## config.mk

```make
export PLATFORM = sky130hd
export DESIGN_NAME = bit_serializer_flat
export DESIGN_NICKNAME = d
export VERILOG_FILES = /design/src/rtl/bit_serializer_pkg.sv /design/src/rtl/bit_serializer_if.sv /design/src/rtl/bit_serializer.sv /design/src/flat_wrapper.sv
export SDC_FILE = /design/constraint.sdc
export NUM_CORES = 1
export LEC_CHECK = 0
export CAP_MARGIN = 20
export CORE_ASPECT_RATIO = 1.25
export CORE_UTILIZATION = 46
export DETAILED_ROUTE_END_ITERATION = 6
export GPL_TIMING_DRIVEN = 0
export PLACE_DENSITY_LB_ADDON = 0.15
export SLEW_MARGIN = 30
export SYNTH_ARGS = -nofsm -noshare
export SYNTH_HDL_FRONTEND = slang
export SYNTH_SLANG_ARGS = --single-unit
export TNS_END_PERCENT = 20
```

## constraint.sdc

```tcl
create_clock -name clk -period 2.2 [get_ports clk]
set_clock_uncertainty 0.15 [all_clocks]
set_input_delay 0.44 -clock clk [delete_from_list [all_inputs] [get_ports clk]]
set_output_delay 0.44 -clock clk [all_outputs]
set_load 0.01 [all_outputs]
```

## src/rtl/bit_serializer_pkg.sv

```systemverilog
// Types and defaults shared by the serializer and the sequence-detector bench.
// The defaults match the detector chain: 8-bit words with an idle-low line.
package bit_serializer_pkg;

  typedef enum logic {IDLE, SHIFT} ser_state_t;

  localparam int   DEF_WORD_W   = 8;
  localparam logic DEF_IDLE_BIT = 1'b0;
  localparam int   DEF_CNT_W    = 16;

  // Bit-index width.
  function automatic int idx_w(input int w);
    return (w > 1) ? $clog2(w) : 1;
  endfunction

endpackage

```

## src/rtl/bit_serializer_if.sv

```systemverilog
// Parallel-word handshake and serial-line bundle for bit_serializer.
// The master side produces words. The slave side is the serializer itself.
interface bit_serializer_if #(
  parameter int WORD_W = 8,
  parameter int CNT_W  = 16
);
  logic [WORD_W-1:0] word_in;
  logic              word_valid;
  logic              word_ready;
  logic              bit_out;
  logic              bit_valid;
  logic              frame_start;
  logic              busy;
  logic [CNT_W-1:0]  words_sent;

  modport master (
    output word_in, word_valid,
    input  word_ready, bit_out, bit_valid, frame_start, busy, words_sent
  );

  modport slave (
    input  word_in, word_valid,
    output word_ready, bit_out, bit_valid, frame_start, busy, words_sent
  );
endinterface

```

## src/rtl/bit_serializer.sv

```systemverilog
// Serializes parallel words onto a single bit line, one bit per clock.
// A one-word hold register keeps back-to-back words gap-free.
module bit_serializer
  import bit_serializer_pkg::*;
#(
  parameter int   WORD_W    = DEF_WORD_W,
  parameter bit   MSB_FIRST = 1'b1,
  parameter logic IDLE_BIT  = DEF_IDLE_BIT,
  parameter int   CNT_W     = DEF_CNT_W
) (
  input  logic            clk,
  input  logic            rst,
  bit_serializer_if.slave bus
);

  localparam int              IDX_W    = idx_w(WORD_W);
  localparam logic [IDX_W-1:0] LAST_IDX = IDX_W'(WORD_W - 1);

  ser_state_t        state_q, state_d;
  logic [WORD_W-1:0] sh_q, sh_d;
  logic [WORD_W-1:0] hold_q, hold_d;
  logic [IDX_W-1:0]  idx_q, idx_d;
  logic              hold_full_q, hold_full_d;
  logic [CNT_W-1:0]  cnt_q, cnt_d;

  logic              accept;
  logic              last_bit;
  logic              shifter_free;
  logic [WORD_W-1:0] sh_next;

  always_ff @(posedge clk or posedge rst) begin
    if (rst) begin
      state_q     <= IDLE;
      sh_q        <= '0;
      hold_q      <= '0;
      idx_q       <= '0;
      hold_full_q <= 1'b0;
      cnt_q       <= '0;
    end else begin
      state_q     <= state_d;
      sh_q        <= sh_d;
      hold_q      <= hold_d;
      idx_q       <= idx_d;
      hold_full_q <= hold_full_d;
      cnt_q       <= cnt_d;
    end
  end

  // The current bit always sits at the outgoing end of sh.
  // This avoids an idx-driven mux on bit_out.
  always_comb begin
    sh_next = sh_q;
    if (MSB_FIRST) sh_next = {sh_q[WORD_W-2:0], 1'b0};
    else           sh_next = {1'b0, sh_q[WORD_W-1:1]};
  end

  always_comb begin
    accept       = bus.word_valid && !hold_full_q;
    last_bit     = (state_q == SHIFT) && (idx_q == LAST_IDX);
    shifter_free = (state_q == IDLE) || last_bit;

    state_d     = state_q;
    sh_d        = (state_q == SHIFT) ? sh_next : sh_q;
    idx_d       = (state_q == SHIFT) ? idx_q + IDX_W'(1) : idx_q;
    hold_d      = hold_q;
    hold_full_d = hold_full_q;
    cnt_d       = cnt_q + CNT_W'(last_bit);

    if (shifter_free) begin
      if (hold_full_q) begin
        sh_d        = hold_q;
        idx_d       = '0;
        hold_full_d = 1'b0;
        state_d     = SHIFT;
      end else if (accept) begin
        sh_d    = bus.word_in;
        idx_d   = '0;
        state_d = SHIFT;
      end else begin
        idx_d   = '0;
        state_d = IDLE;
      end
    end else if (accept) begin
      hold_d      = bus.word_in;
      hold_full_d = 1'b1;
    end
  end

  assign bus.word_ready  = !hold_full_q;
  assign bus.bit_valid   = (state_q == SHIFT);
  assign bus.bit_out     = (state_q == SHIFT) ? (MSB_FIRST ? sh_q[WORD_W-1] : sh_q[0]) : IDLE_BIT;
  assign bus.frame_start = (state_q == SHIFT) && (idx_q == '0);
  assign bus.busy        = (state_q == SHIFT) || hold_full_q;
  assign bus.words_sent  = cnt_q;

endmodule

```

## src/flat_wrapper.sv

```systemverilog
// flat-port wrapper written by rule: the top's interface ports become plain ports
module bit_serializer_flat import bit_serializer_pkg::*;
#(
  parameter int   WORD_W    = DEF_WORD_W,
  parameter bit   MSB_FIRST = 1'b1,
  parameter logic IDLE_BIT  = DEF_IDLE_BIT,
  parameter int   CNT_W     = DEF_CNT_W
)
  (clk, rst, bus_word_in, bus_word_valid, bus_word_ready, bus_bit_out, bus_bit_valid, bus_frame_start, bus_busy, bus_words_sent);
  bit_serializer_if #(.WORD_W(WORD_W), .CNT_W(CNT_W)) bus_i ();
  input  logic clk;
  input  logic rst;
  input wire logic [$bits(bus_i.word_in)-1:0] bus_word_in;
  input wire logic [$bits(bus_i.word_valid)-1:0] bus_word_valid;
  output wire logic [$bits(bus_i.word_ready)-1:0] bus_word_ready;
  output wire logic [$bits(bus_i.bit_out)-1:0] bus_bit_out;
  output wire logic [$bits(bus_i.bit_valid)-1:0] bus_bit_valid;
  output wire logic [$bits(bus_i.frame_start)-1:0] bus_frame_start;
  output wire logic [$bits(bus_i.busy)-1:0] bus_busy;
  output wire logic [$bits(bus_i.words_sent)-1:0] bus_words_sent;
  assign bus_i.word_in = bus_word_in;
  assign bus_i.word_valid = bus_word_valid;
  assign bus_word_ready = bus_i.word_ready;
  assign bus_bit_out = bus_i.bit_out;
  assign bus_bit_valid = bus_i.bit_valid;
  assign bus_frame_start = bus_i.frame_start;
  assign bus_busy = bus_i.busy;
  assign bus_words_sent = bus_i.words_sent;
  bit_serializer #(.WORD_W(WORD_W), .MSB_FIRST(MSB_FIRST), .IDLE_BIT(IDLE_BIT), .CNT_W(CNT_W)) u_core (.clk(clk), .rst(rst), .bus(bus_i));
endmodule
```

==> results of run 1 <==
[logic make-up (layout without fill, tap and decap cells)]
logic type,count (synthesis),count (layout),share of synthesized area [%]
and+or+nand+nor,40,40,13.33
DFF,37,37,52.74
buffers and inverters,10,51,3.849
adders and majority gates,6,6,4.276
muxes,8,8,6.843
xor gates and xnor gates,14,14,6.985
AOI/OAI and AO/OA,30,30,11.97
[cell type report]
type / count / area, um^2 / area share (%)
timing repair buffer: 34 / 331.6 / 14.55
sequential: 37 / 927.1 / 40.69
buffer: 6 / 68.82 / 3.020
clock buffer: 7 / 86.33 / 3.789
inverter: 4 / 15.01 / 0.6590
tap: 39 / 48.80 / 2.142
multi-input combinational: 98 / 800.8 / 35.15
[worst paths after layout]
| check | start | endpoint | slack (ps) | cells after the start |
|---|---|---|---|---|
| max reg2reg | u_core.idx_q[0] | u_core.bus.words_sent[10] | 100 | 10 |
| min reg2reg | u_core.bus.words_sent[15] | u_core.bus.words_sent[15] | 320 | 1 |
| min in group asynchronous | rst | u_core.bus.words_sent[1] | 460 | 2 |
| max in group asynchronous | rst | u_core.hold_full_q | 910 | 2 |
| min | u_core.bus.words_sent[15] | u_core.bus.words_sent[15] | 320 | 1 |
| max | u_core.idx_q[0] | u_core.bus.words_sent[10] | 100 | 10 |
[placed cells by master, fill, tap and decap left out, types with 2 or more instances in the layout]
cell type and count:
nor2_1 6, clkbuf_8 7, nand4_1 4, clkdlybuf4s50_1 27
buf_4 4, xor2_1 5, ha_1 3, and2_1 3
a22o_2 3, buf_6 2, xnor2_1 9, nor3_1 2
a21oi_1 7, and4_1 3, dfrtp_1 36, ha_4 2
a32oi_1 7, and2_4 2, dlygate4sd2_1 3, o21ai_1 8
a22o_1 3, mux2_4 8, nand2_1 7, nand3_1 3
inv_1 3
[power by group]
| group | switching [mW] | internal [mW] |
|---|---|---|
| Clock | 0.219 | 0.248 |
| Sequential | 0.157 | 0.891 |
| Combinational | 0.393 | 0.535 |
| Total | 0.770 | 1.67 |
[what timing repair did]
action / CTS / global route
gates resized for setup: 13 / 5
setup buffers: 2 / 1
pin swaps: 0 / 0
cloned: 0 / 0
setup endpoints to repair: 8 / 7
[critical path: stages (launching register included)]
cell     delay, ps
dfrtp_1        400
ha_2           190
ha_1           180
buf_6          110
and2_4         160
ha_4           160
ha_4           160
nand3_2         60
and2b_2        240
nand3_1        100
xnor2_1        110
[per-stage QoR]
step	setup TNS (ps)	power [mW]	area, um^2
floorplan	0	1.676	1757
global placement	-1281	1.905	2116
detailed placement	-599.4	1.954	2116
CTS	0	2.446	2243
global route	0	2.616	2278
finish	0	2.445	2278
[per-layer routing]
metal	track usage [%]	share of wire [%]
met4	8.130	1.5
met2	33.07	55
met5	0	0
met1	20.62	40
met3	3.839	3.3
[state kept, by name, summed over array words and instances (netlist names)]
name	count
u_core.sh_q	8
u_core.bus.words_sent	16
u_core.hold_q	8
u_core.idx_q	3
u_core.hold_full_q	1
u_core.bus.bit_valid	1
==> results.toml, run 1 <==
[yosys]
seq_area_frac_synth_pct = 52.74
netlist_top_cells_count = "37 x dfrtp_1, 9 x xnor2_1, 8 x mux2_4, 8 x o21ai_1"
yosys_warnings = 0
syn_avg_cell_area_um2 = 12.11
synth_edf_count = 0
async_reset_ff_share_pct = 100.0
ys_ff_latch = 37
yosysTopAreaCell = "dfrtp_1"
synthFlopType = "dfrtp_1"
netlist-cell-type-count = 34
syn-num-nets = 162
synthCells = 145
synth_area_leaders = "dfrtp_1 53%, mux2_4 6.8%, xnor2_1 4.5%"
synthMostInstantiatedCell = "dfrtp_1"
synth_top_area_share_pct = 52.74
syn_area_um2 = 1755

[drt]
dr.pass1.iters = 6
totalWireLength_um = 3334
num_vias = 1241
drtAntennaViolNets = 0
vias_per_cell = 5.516
wl_per_cell_um = 14.82
remaining_drc_errors = 1
drt_iter0_markers = 34

[floorplanning]
die_w_um = 57.26
die_h_um = 71.07
rows = 24
ios = 32
core_area_um2 = 3573
start_util_pct = 49.12
dieArea_um2 = 4069

[placed_design]
port_buffers = 31
place_congestion = 0.7710
place_ws_ps = -205.4
dp_cells = 215
dp_hpwl_um = 2384

[critical_path]
cp_max_fo = 3
endpoint_kind = "register"
worstPathArrival_ps = 2150
path_class = "reg2reg"
startpoint_type = "register"
critPathRequiredTime_ps = 2250

[min_path]
min-delay-path-class = "reg2reg"

[clocking]
cts_tree = "yes"
htreeDepth = 2
clockBufferDepth = 2
cts_buffers = 5
clock_latency_ps = 280
cts_sinks = 37
cts_root_buf = "clkbuf_8"
cts_hold_buf = 0
path_clk_slew_ps = 70

[timing]
fmax_mhz = 477.1
slew_viol_final = 0
rsz0062_at_grt = "no"
hold_viol = 0
layout_setup_ws_ps = 103.9
maxSlewHeadroom_pct = 49.30
min_period_ps = 2096
setup_viol = 0
worst_slew_pin_slew_ps = 759.3
hold_ws_ps = 320.1
post-route-period-util_pct = 95.28

[status]
violations = "DRC"
status = "complete, but fails checks"

[final_layout]
final_cells = 225
antennaDiodeCount = 0
final_nets = 203
fill_cells = 299
drive_gt1_share_pct = 22.04
final_util_pct = 63.76
area_growth_pct = 29.79

[global_route]
grt_max_degree = 38
overflow = 0
antenna_found_initial = 0
grt_first_pass_wirelength_um = 5664
first_global_vias = 1271
grt_use_total_pct = 18.36

[power]
p_leak_nw = 1.030
power_density_nw_per_um2 = 1073
vdd_drop_max_mv = 0.5828

[run]
drv_cap = 0
Note: power is estimated with default switching activity, not from simulation.
==> inputs of run 2 (changes only) <==
--- a/config.mk
+++ b/config.mk
@@ -7,7 +7,7 @@
 export LEC_CHECK = 0
 export CAP_MARGIN = 20
 export CORE_ASPECT_RATIO = 1.25
-export CORE_UTILIZATION = 46
+export CORE_UTILIZATION = 51
 export DETAILED_ROUTE_END_ITERATION = 6
 export GPL_TIMING_DRIVEN = 0
 export PLACE_DENSITY_LB_ADDON = 0.15
==> constraint.sdc (replaced) <==
create_clock -name clk -period 2.4 [get_ports clk]
set_clock_uncertainty 0.15 [all_clocks]
set_input_delay 0.48 -clock clk [delete_from_list [all_inputs] [get_ports clk]]
set_output_delay 0.48 -clock clk [all_outputs]
set_load 0.01 [all_outputs]
==> run 2 against run 1 <==
  * The run now ends clean
  * Total power down 9.3%
  * Critical endpoint is now bus_busy
  * Clock-buffer cell count down 2
  * Cell count down 1.3%
  * Non-clock buffer count down 2
  * First-iteration DRC count down 8.8%
  * Largest cell class unchanged
  * Die area down 9.5%
  * Register-to-register slack about the same
  * Sequential power down 9%
  * Via count down 0.81%
  * Global-route usage up 3.7 points
==> results.toml, run 2 (synthesis results as in run 1) <==
[floorplanning]
die_w_um = 54.48
die_h_um = 67.60
ios = 32
dieArea_um2 = 3682
start_util_pct = 53.98
core_area_um2 = 3252
rows = 23

[global_route]
overflow = 0
first_global_vias = 1256
grt_use_total_pct = 22.08
antenna_found_initial = 0
grt_max_degree = 38
grt_first_pass_wirelength_um = 5754

[final_layout]
layout_commonest_cell = "dfrtp_1"
final_cells = 222
drive_gt1_share_pct = 19.46
final_util_pct = 68.49
final_cell_mix = "36 x dfrtp_1, 31 x clkdlybuf4s50_1, 9 x xnor2_1"
area_growth_pct = 26.87
antennaDiodeCount = 0
seq_area_um2 = 927.1
fill_cells = 256
largest_register_ffs = 16
final_cell_area_um2 = 2227
multi_input_area_um2 = 769.5
final_nets = 201

[clocking]
clockBufferDepth = 2
cts_buffers = 5
htreeDepth = 2
cts_root_buf = "clkbuf_8"
path_clk_slew_ps = 70
cts_tree = "yes"
cts_sinks = 37
clock_latency_ps = 290

[run]
drv_cap = 0

[placed_design]
port_buffers = 31
dp_hpwl_um = 2382
place_ws_ps = -160.0
place_congestion = 0.7605
dp_cells = 213
postPlaceCellArea_um2 = 2112

[timing]
tns_ps = 0
worst_slew_pin_slew_ps = 763.6
hold_ws_ps = 317.5
fmax_mhz = 428.0
setup_viol = 0
rsz0062_at_grt = "yes"
maxSlewHeadroom_pct = 49.02
hold_viol = 0
layout_setup_ws_ps = 63.38
post-route-period-util_pct = 97.36
slew_viol_final = 0
min_period_ps = 2337

[power]
total_power_mw = 2.218
power_density_nw_per_um2 = 995.9
vdd_drop_max_mv = 0.7741
p_leak_nw = 0.9967

[critical_path]
cp_max_fo = 10
r2r-start = "u_core.idx_q[0]"
worstPathArrival_ps = 1710
endpoint_kind = "output pin"
startpoint_type = "register"
crit_start = "u_core.hold_full_q"
path_class = "reg2out"
critPathRequiredTime_ps = 1770

[drt]
drtAntennaViolNets = 0
drt_iter0_markers = 31
vias_per_cell = 5.545
totalWireLength_um = 3360
num_vias = 1231
remaining_drc_errors = 0
dr.pass1.iters = 4
wl_per_cell_um = 15.14

[min_path]
min-delay-path-class = "reg2reg"
hp-start = "u_core.bus.words_sent[15]"

[status]
status = "finished, final reports clean"
-- run 2: cell types whose count changed in the layout (fill, tap and decap cells not counted), sizes merged --
cell | previous run | this run
buf | 8 | 6
clkbuf | 8 | 6
clkdlybuf4s50 | 27 | 31
clkinv | 0 | 2
clkinvlp | 0 | 1
dlygate4sd2 | 3 | 0
dlymetal6s2s | 1 | 0
-- run 2: final timing paths --
path                                             end  slack [ps]  depth (start not counted)
min in group asynchronous   u_core.bus.words_sent[2]         490                          2
max in group asynchronous         u_core.hold_full_q        1080                          2
setup / recovery                            bus_busy          60                          3
hold / removal             u_core.bus.words_sent[15]         320                          1
hold reg to reg            u_core.bus.words_sent[15]         320                          1
setup reg to reg           u_core.bus.words_sent[10]         100                         10
-- run 2: metal layers --
layer  vias up  share of wire, %  track usage [%]
met1       593                42            25.00
met4         0               1.6            8.974
met3         7               4.5            6.081
met2        34                52            38.11
li1        597                 -                -
met5         -                 0                0
-- run 2: power by group --
part	total (mW)	internal, mW	switching (mW)
sequential	0.957	0.817	0.141
clock	0.418	0.200	0.218
combinational	0.843	0.479	0.364
-- run 2: final cells by class --
class	count	area share (%)
Buffer	6	2.921
Timing Repair Buffer	32	14.27
Clock buffer	5	3.090
Inverter	4	0.6742
Sequential cell	37	41.63
Multi-Input combinational cell	98	34.55
Tap cell	37	2.079
Clock inverter	3	0.7865
-- run 2: repair_timing --
| item | CTS | global route |
|---|---|---|
| buffers inserted | 0 | 1 |
| endpoints found under the setup margin | 6 | 5 |
| gates cloned | 0 | 0 |
| gates resized for setup | 5 | 2 |
| hold buffers | 0 | 0 |
| pin swaps | 0 | 0 |
-- run 2: worst max-delay path: stages, from the launching register on --
cell and delay (ps):
dfrtp_2 460, buf_2 200, or2_2 280, clkdlybuf4s50_1 480
